[config.mk]
export PLATFORM = sky130hd
export DESIGN_NAME = fetch_unit
export DESIGN_NICKNAME = d
export VERILOG_FILES = /design/src/rtl/fetch_unit.sv
export SDC_FILE = /design/constraint.sdc
export NUM_CORES = 1
export LEC_CHECK = 0
export CAP_MARGIN = 10
export CORE_MARGIN = 2
export CORE_UTILIZATION = 47
export CTS_CLUSTER_SIZE = 12
export DETAILED_ROUTE_END_ITERATION = 10
export PLACE_DENSITY = 0.76
export SLEW_MARGIN = 20
export SYNTH_ARGS = -nofsm -noshare
export SYNTH_HDL_FRONTEND = slang
export SYNTH_SLANG_ARGS = --single-unit
[constraint.sdc]
create_clock -name clk -period 5.7 [get_ports clk]
set_input_delay 0.57 -clock clk [delete_from_list [all_inputs] [get_ports clk]]
set_output_delay 0.57 -clock clk [all_outputs]
set_load 0.05 [all_outputs]
[src/rtl/fetch_unit.sv]
`timescale 1ns/1ps
// fetch_unit
//   Instruction fetch stage. Owns the fetch PC, keeps one word request
//   outstanding to instruction memory at a time, buffers returned words in a
//   DEPTH-entry FIFO and hands them to decode over a valid/ready handshake.
//   A redirect flushes the buffer and restarts fetch at the new target. If the
//   redirect catches a request that has not yet been acknowledged, that
//   request is finished first (DRAIN) and its data is dropped.
//
// Parameters
//   RESET_PC     word-aligned fetch address after reset
//   DEPTH        instruction buffer entries (2..8)
// Ports (bit 0 is the MSB on all 32-bit buses)
//   clk          rising-edge clock
//   reset_n      asynchronous active-low reset
//   imem_req     registered memory request, held until imem_ack
//   imem_addr    request word address, bits [30:31] always 0
//   imem_ack     request accepted, imem_data valid in the same cycle
//   imem_data    returned instruction word
//   instr        buffer head instruction
//   instr_pc     address of instr
//   instr_valid  buffer not empty
//   instr_ready  decode takes the head this cycle
//   redirect     control-flow change (pulse or held)
//   redirect_pc  new fetch address, low two bits ignored
module fetch_unit #(
  parameter logic [0:31] RESET_PC = 32'h0000_0000,
  parameter int          DEPTH    = 2
) (
  input  logic        clk,
  input  logic        reset_n,
  output logic        imem_req,
  output logic [0:31] imem_addr,
  input  logic        imem_ack,
  input  logic [0:31] imem_data,
  output logic [0:31] instr,
  output logic [0:31] instr_pc,
  output logic        instr_valid,
  input  logic        instr_ready,
  input  logic        redirect,
  input  logic [0:31] redirect_pc
);

  localparam int            PW      = (DEPTH > 1) ? $clog2(DEPTH) : 1;
  localparam int            CW      = $clog2(DEPTH + 1);
  localparam logic [CW-1:0] DEPTH_C = CW'(DEPTH);
  localparam logic [PW-1:0] LAST_C  = PW'(DEPTH - 1);
  localparam logic [0:31]   ALIGN_M = 32'hFFFF_FFFC;

  typedef enum logic [1:0] {
    IDLE  = 2'd0,
    REQ   = 2'd1,
    DRAIN = 2'd2
  } state_t;

  state_t        state, state_nxt;
  logic          req_q, req_nxt;
  logic [0:31]   addr_q, addr_nxt;
  logic [0:31]   tgt_q, tgt_nxt;
  logic [CW-1:0] count, count_nxt;
  logic [PW-1:0] wr_ptr, wr_nxt;
  logic [PW-1:0] rd_ptr, rd_nxt;

  logic [0:31]   data_mem [DEPTH];
  logic [0:31]   pc_mem   [DEPTH];

  logic          acc;
  logic          pop;
  logic          push;
  logic [0:31]   rtgt;

  function automatic logic [PW-1:0] ptr_inc(input logic [PW-1:0] p);
    return (p == LAST_C) ? '0 : p + PW'(1);
  endfunction

  // ---- next-state / request control ----
  always_comb begin
    acc       = req_q & imem_ack;
    pop       = instr_valid & instr_ready;
    rtgt      = redirect_pc & ALIGN_M;
    push      = 1'b0;
    state_nxt = state;
    addr_nxt  = addr_q;
    tgt_nxt   = tgt_q;
    count_nxt = count;
    wr_nxt    = wr_ptr;
    rd_nxt    = rd_ptr;

    if (redirect) begin
      // Redirect wins over push, pop and the full decision; a word acked on
      // this edge belongs to the abandoned stream and is dropped.
      count_nxt = '0;
      wr_nxt    = '0;
      rd_nxt    = '0;
      tgt_nxt   = rtgt;
      case (state)
        REQ: begin
          if (acc) begin
            addr_nxt = rtgt;
          end else begin
            // imem_addr must not move until the pending request completes.
            state_nxt = DRAIN;
          end
        end
        DRAIN: begin
          if (acc) begin
            state_nxt = REQ;
            addr_nxt  = rtgt;
          end
        end
        default: begin
          state_nxt = REQ;
          addr_nxt  = rtgt;
        end
      endcase
    end else begin
      if (pop) begin
        rd_nxt = ptr_inc(rd_ptr);
      end
      case (state)
        REQ: begin
          if (acc) begin
            push     = 1'b1;
            wr_nxt   = ptr_inc(wr_ptr);
            addr_nxt = addr_q + 32'd4;
          end
        end
        DRAIN: begin
          if (acc) begin
            state_nxt = REQ;
            addr_nxt  = tgt_q;
          end
        end
        IDLE: begin
        end
        default: begin
          state_nxt = REQ;
        end
      endcase
      count_nxt = count + CW'(push) - CW'(pop);
      // Only issue another request when the word it returns is sure to fit.
      if ((state == REQ) && acc) begin
        state_nxt = (count_nxt < DEPTH_C) ? REQ : IDLE;
      end
      if ((state == IDLE) && (count_nxt < DEPTH_C)) begin
        state_nxt = REQ;
      end
    end

    req_nxt = (state_nxt != IDLE);
  end

  // ---- control registers ----
  always_ff @(posedge clk or negedge reset_n) begin
    if (!reset_n) begin
      state  <= REQ;
      req_q  <= 1'b0;
      addr_q <= RESET_PC;
      tgt_q  <= RESET_PC;
      count  <= '0;
      wr_ptr <= '0;
      rd_ptr <= '0;
    end else begin
      state  <= state_nxt;
      req_q  <= req_nxt;
      addr_q <= addr_nxt;
      tgt_q  <= tgt_nxt;
      count  <= count_nxt;
      wr_ptr <= wr_nxt;
      rd_ptr <= rd_nxt;
    end
  end

  // ---- instruction buffer storage ----
  always_ff @(posedge clk) begin
    if (push) begin
      data_mem[wr_ptr] <= imem_data;
      pc_mem[wr_ptr]   <= addr_q;
    end
  end

  assign imem_req    = req_q;
  assign imem_addr   = addr_q;
  assign instr_valid = (count != '0);
  // Empty buffer presents zeros so stale entries never leak out after a flush.
  assign instr       = instr_valid ? data_mem[rd_ptr] : '0;
  assign instr_pc    = instr_valid ? pc_mem[rd_ptr]   : '0;

  a_no_overflow: assert property (@(posedge clk) disable iff (!reset_n)
    push |-> (count < DEPTH_C));

endmodule

# [After elaboration in Yosys (flattened, before gate mapping)]
# Memory sizes are Yosys's and may differ from the RTL's.
# Index checks and enable logic that the tools add are counted.
[op_classes] add_sub_neg=5 n_mul=0 div_mod_pow=0 n_lt_le_gt_ge=1 n_eq_ne=5 shift=0 mux=30 n_bitwise=2 n_reduce_logical=13
[op_table] operator="32-bit two-way mux" n=7
[op_table] operator="32-bit one-hot mux with 2 select lines" n=1
[op_table] operator="32-bit by 3-bit adder with 32-bit output (second input constant)" n=1
[op_table] operator="1-bit two-way mux" n=14
[op_table] operator="2-bit two-way mux" n=6
[op_table] operator="2-bit nonzero test" n=5
[op_table] operator="2-bit one-hot mux with 2 select lines" n=2
[op_table] operator="3-bit != test (second input constant)" n=2
[op_table] operator="4-bit AND reduction" n=1
[op_table] operator="2-bit OR reduction" n=2
[op_table] operator="3-bit by 2-bit != test with 1-bit output (second input constant)" n=1
[op_table] operator="3-bit nonzero test" n=1
[op_table] operator="1-bit adder (second input constant)" n=2
[op_table] operator="2-bit by 1-bit adder with 2-bit output" n=1
[op_table] operator="1-bit bitwise AND" n=2
[op_table] operator="2-bit by 1-bit equality test with 1-bit output (second input constant)" n=1
[op_table] operator="2-bit equality test (second input constant)" n=1
[op_table] operator="1-bit logical AND" n=2
[op_table] operator="2-bit zero test" n=1
[op_table] operator="2-bit < comparator (second input constant)" n=1
[op_table] operator="2-bit AND reduction" n=1
[op_table] operator="2-bit by 1-bit subtractor with 2-bit output" n=1
[totals] register_bits=69 latch_bits=0 ram_bits=128 mem_bits_ro=0 input_bits=69 out_inout_bits=98 wordCells=65 memories=2
[memory_table] memory="data_mem" words=2 word_bits=32 rd=1 rd_ports_with_merged_regs=0 write_ports=1 line="64" rtl="logic [0:31] data_mem [DEPTH];"
[memory_table] memory="pc_mem" words=2 word_bits=32 rd=1 rd_ports_with_merged_regs=0 write_ports=1 line="65" rtl="logic [0:31] pc_mem [DEPTH];"

# [Depth between registers and ports, before layout]
[depth] depth_word=12 depth_mapped=13 depth_no_buf=12

# [Least setup slack after synthesis]
# No wires, ideal clock.
[synth_path] path_type="reg2reg" start="register state[0]" end="memory data_mem[0][0] in the netlist's numbering, enable pin" setup_time_ps=559 arrival_time_ps=5421 required_time_ps=5141 setup_slack_ps=-280 path_stages_with_launch=6 path_buffers=1 synth_period_minus_slack_ps=5980 cell_sequence="dfstp_2 > ha_1 > and3_1 > clkbuf_1 > inv_1 > nor3_1"
[synth_via] elab_chain_cells=6
[synth_rtl] item="start: declaration" line="56" rtl="state_t state, state_nxt;"
[synth_rtl] item="start signal: assignment" line="164" rtl="state <= state_nxt;"
[synth_rtl] item="2-bit by 1-bit equality test with 1-bit output" line="120" rtl="case (state)"
[synth_rtl] item="1-bit two-way mux" line="120"
[synth_rtl] item="1-bit two-way mux (2 in a row)" line="89" rtl="if (redirect) begin"
[synth_rtl] item="1-bit two-way mux" line="176" rtl="if (push) begin"
[synth_rtl] item="1-bit two-way mux (implied by the code)" line="177" rtl="data_mem[wr_ptr] <= imem_data;"
[synth_rtl] item="end: declaration" line="64"
# No other way between the ends. The select of a mux whose other input is x is not followed.

# [Worst setup path in the final report]
[layout_path] start="register rd_ptr" end="output port instr_pc[13] in the netlist's numbering"
[layout_via] elab_chain_cells=2
[layout_rtl] item="start: declaration" line="62" rtl="logic [PW-1:0] rd_ptr, rd_nxt;"
[layout_rtl] item="start signal: assignment" line="170" rtl="rd_ptr <= rd_nxt;"
[layout_rtl] item="memory read 2 x 32 bit"
[layout_rtl] item="32-bit two-way mux" line="187" rtl="assign instr_pc = instr_valid ? pc_mem[rd_ptr] : '0;"
[layout_rtl] item="end: declaration" line="37" rtl="output logic [0:31] instr_pc,"
# No other way between the ends.

==> qor.tcl <==
set qor(status) {finished clean}
set qor(drt-wirelength-per-cell_um) 17.7
set qor(synth_top_flop_cell) {sky130_fd_sc_hd__edfxtp_1}
set qor(synthToLayoutAreaGrowth_pct) 27.8
set qor(final_period_minus_worst_setup_slack_ns) 3.15
set qor(synth_mux_area_share_pct) 10.4
set qor(placement_rows) 49
set qor(route.final.wire_length_um) 18900
set qor(worst_setup_hold_path_clk_slew_ns) 0.07
set qor(leakagePower_nw) 3.86
set qor(dp_worst_setup_slack_ns) 2.53
set qor(clock_sinks) 191
set qor(layout_cell_share_with_drive_strength_beyond_1_pct) 9.42
set qor(final_core_utilization_pct) 61.0
set qor(fmaxAchievable_ghz) 0.317
set qor(ctsHtreeMaxLevel) 4
set qor(largest_family_of_logic_cells_by_synthesized_area) {simple AND/OR/NAND/NOR gates}
set qor(fin_skew_ns) 0.00951
set qor(post_place_cells) 1035
set qor(synth_xor_area_share_pct) 0.879
set qor(synth.lib_cells_used.distinct) 61
set qor(dieArea_um2) 19300
set qor(wire_length_of_the_first_global_routing_pass_um) 30400
set qor(path_max_fanout) 44
set qor(hold_path_class) {in -> async}
set qor(simple_logic_cell_fraction_of_the_synthesized_area_pct) 10.9
set qor(gp_routability_congestion) 0.836
set qor(dpl_cell_area_um2) 10300
set qor(busiest_layer) {met2}
set qor(worstMarginPinSlew_ns) 1.08
set qor(asyncSetResetFlopFracSynth_pct) 35.1
set qor(synth_edf_count) 124
set qor(clock_latency_ns) 0.43
set qor(dr.first_iter.drc_count) 598
set qor(grtUsageMet2_pct) 32.1
set qor(antenna_violations_before_repair) 0
set qor(total_power_mw) 6.04
set qor(detail-route-antenna-nets) 0
set qor(worst_setup_path_end_kind) {output port}
set qor(setup_viol_count_final) 0
set qor(finished_layout_cell_area_um2) 10900
set qor(cts_buffers) 17
set qor(detail_route.first_pass.iterations) 6
set qor(routed_via_density) 5.57
set qor(cts_max_path_buffers) 2
set qor(chipHeight_um) 139
set qor(ir_drop_v) 0.000334
set qor(nets) 902
set qor(io_buffer_count) 160
set qor(finalNonFillerCells) 1068
set qor(cts.hold.buffers_added) 0
set qor(fin_tns_setup_ns) 0
set qor(critPathKind) {reg -> out}
set qor(diode_insertion_count_for_antenna_repair) 0
set qor(vias) 5950
set qor(final_min_period_over_clock_period_pct) 55.3
set qor(synth_compound_area_share_pct) 10.1
set qor(synthesized_flop_and_latch_total) 191
set qor(worst-endpoint-required_ns) 5.13
set qor(synth_sequential_area_ratio_pct) 63.2
set qor(setup_repair_after_global_routing_missed_its_margin) {no}
set qor(num-fill-cells) 1434
set qor(remaining_drc_errors) 0
set qor(cts_repair_resized_insts) 0
set qor(postCtsSetupBuffers) 0
set qor(hpwlAfterDp_um) 11900
set qor(power.density_nw_per_um2) 553
set qor(globalRouteTotalUtil_pct) 20.0
set qor(gate_count_after_technology_mapping) 680
set qor(setup.worst_path.start_class) {flip-flop}
set qor(grt_overflow_total) 0
set qor(grt_use_met1_pct) 27.2
set qor(relSlewSlack_pct) 27.4
set qor(ctsRootBufferMaster) {sky130_fd_sc_hd__clkbuf_16}
set qor(yosys.area_share.adder_pct) 1.03
set qor(gr-usage-met3_pct) 4.28
set qor(grt_start_max_net_pins) 68
set qor(hold_ws_ns) 0.321
set qor(synth-warning-count) 0
set qor(core_area_um2) 17900
set qor(setup_slack_ns) 2.55
set qor(timing_hold_violations_final) 0
set qor(critical_path.reg2reg.startpoint) {count[1]}
set qor(syn-cell-area_um2) 8540
set qor(chipWidth_um) 139
set qor(slew_violations) 0
set qor(cap_violations) 0
set qor(arrival_ns) 2.58
set qor(first_global_vias) 5674
set qor(timing.critical_path.from) {rd_ptr}
set qor(avgSynthCellArea_um2) 12.6
set qor(pin_count) 167
set qor(initial_utilization_pct) 47.7
set qor(tritoncts) {yes}
[report_power, final]
part | switching, mW | leakage (nW) | internal (mW)
logic | 1.83 | 1.66 | 0.917
registers | 0.307 | 1.94 | 1.79
clock network | 0.503 | 0.270 | 0.690
[worst paths after layout]
check                                    end  cells past startpoint  slack [ns]
worst min register to register     tgt_q[11]                      1        0.51
max in group asynchronous             rd_ptr                      2        4.73
min in group clk                   tgt_q[11]                      1        0.51
worst min-delay path                state[1]                      2        0.32
worst max register to register      imem_req                     12        2.56
worst max-delay path            instr_pc[13]                      4        2.55
[cell type report]
class	count	area, um2	share of cell area (%)
flip-flops and latches	191	5410	49.5
clock inverters	13	161	1.48
repair buffers	170	1690	15.5
multi-input cells	429	2880	26.4
inverters	17	63.8	0.585
well taps	229	287	2.62
clock buffers	19	433	3.97
[cell usage after synthesis (8+ instances only)]
cell type	count	share of area, %
sky130_fd_sc_hd__o21ai_0	37	2.2
sky130_fd_sc_hd__mux2i_1	64	7.5
sky130_fd_sc_hd__nand2_1	26	1.1
sky130_fd_sc_hd__clkbuf_1	20	0.88
sky130_fd_sc_hd__mux2_2	22	2.9
sky130_fd_sc_hd__inv_1	16	0.70
sky130_fd_sc_hd__nor2_1	89	3.9
sky130_fd_sc_hd__a21oi_1	29	1.7
sky130_fd_sc_hd__buf_2	16	0.94
sky130_fd_sc_hd__nor3_1	12	0.70
sky130_fd_sc_hd__nand3_1	16	0.94
sky130_fd_sc_hd__a31oi_1	8	0.59
sky130_fd_sc_hd__o22ai_1	10	0.73
sky130_fd_sc_hd__dfrtp_1	66	19
sky130_fd_sc_hd__edfxtp_1	124	44
[sequential cells by signal, summed over array words and instances, names as in the netlist]
register   count
data_mem      64
pc_mem        60
imem_addr     30
tgt_q         30
count          2
state          2
imem_req       1
rd_ptr         1
wr_ptr         1
[layout by cell type (no fill, tap or decap), types with 3 or more instances in the layout]
| cell | instances |
|---|---|
| sky130_fd_sc_hd__a31oi_1 | 8 |
| sky130_fd_sc_hd__and4_1 | 5 |
| sky130_fd_sc_hd__o21ai_0 | 37 |
| sky130_fd_sc_hd__a22oi_1 | 6 |
| sky130_fd_sc_hd__nand3_1 | 16 |
| sky130_fd_sc_hd__nor2b_1 | 3 |
| sky130_fd_sc_hd__and3_1 | 6 |
| sky130_fd_sc_hd__a2111oi_0 | 3 |
| sky130_fd_sc_hd__clkdlybuf4s50_1 | 158 |
| sky130_fd_sc_hd__nor3_1 | 11 |
| sky130_fd_sc_hd__nor2_1 | 88 |
| sky130_fd_sc_hd__mux2i_1 | 64 |
| sky130_fd_sc_hd__dfrtp_1 | 65 |
| sky130_fd_sc_hd__o21a_1 | 7 |
| sky130_fd_sc_hd__o211ai_1 | 5 |
| sky130_fd_sc_hd__xor2_1 | 3 |
| sky130_fd_sc_hd__nand3_2 | 3 |
| sky130_fd_sc_hd__bufinv_16 | 3 |
| sky130_fd_sc_hd__o22ai_1 | 10 |
| sky130_fd_sc_hd__a22o_1 | 3 |
| sky130_fd_sc_hd__ha_1 | 7 |
| sky130_fd_sc_hd__nand2_1 | 26 |
| sky130_fd_sc_hd__and2_1 | 5 |
| sky130_fd_sc_hd__a211oi_1 | 5 |
| sky130_fd_sc_hd__conb_1 | 4 |
| sky130_fd_sc_hd__inv_1 | 16 |
| sky130_fd_sc_hd__nor4_1 | 3 |
| sky130_fd_sc_hd__a21oi_1 | 29 |
| sky130_fd_sc_hd__o31a_1 | 3 |
| sky130_fd_sc_hd__edfxtp_1 | 124 |
| sky130_fd_sc_hd__clkinvlp_4 | 6 |
| sky130_fd_sc_hd__mux2_2 | 22 |
| sky130_fd_sc_hd__nand4_1 | 5 |
| sky130_fd_sc_hd__a221oi_1 | 7 |
| sky130_fd_sc_hd__buf_4 | 9 |
| sky130_fd_sc_hd__nand2b_1 | 4 |
| sky130_fd_sc_hd__clkbuf_16 | 17 |
| sky130_fd_sc_hd__xnor2_1 | 3 |
[worst max-delay path: stages (launching register included)]
cell,delay [ns]
sky130_fd_sc_hd__dfrtp_4,0.67
sky130_fd_sc_hd__buf_16,0.32
sky130_fd_sc_hd__mux2i_1,0.12
sky130_fd_sc_hd__nor2_1,0.09
sky130_fd_sc_hd__clkdlybuf4s50_1,0.88
[logic make-up after synthesis]
kind of cell / Yosys count
DFF: 191
and+or+nand+nor: 190
AOI/OAI and AO/OA: 135
muxes: 86
buffers and inverters: 63
adders and majority gates: 7
xor gates and xnor gates: 7
other: 1
[per-layer routing]
| metal | routed length [um] | vias up | part of all wire [%] |
|---|---|---|---|
| li1 | - | 2805 | - |
| met1 | 8320 | 2900 | 44 |
| met2 | 9010 | 212 | 48 |
| met3 | 1150 | 33 | 6.1 |
| met4 | 397 | 0 | 2.1 |
| met5 | 0 | - | 0 |
Power figures use the tool's default switching activity.
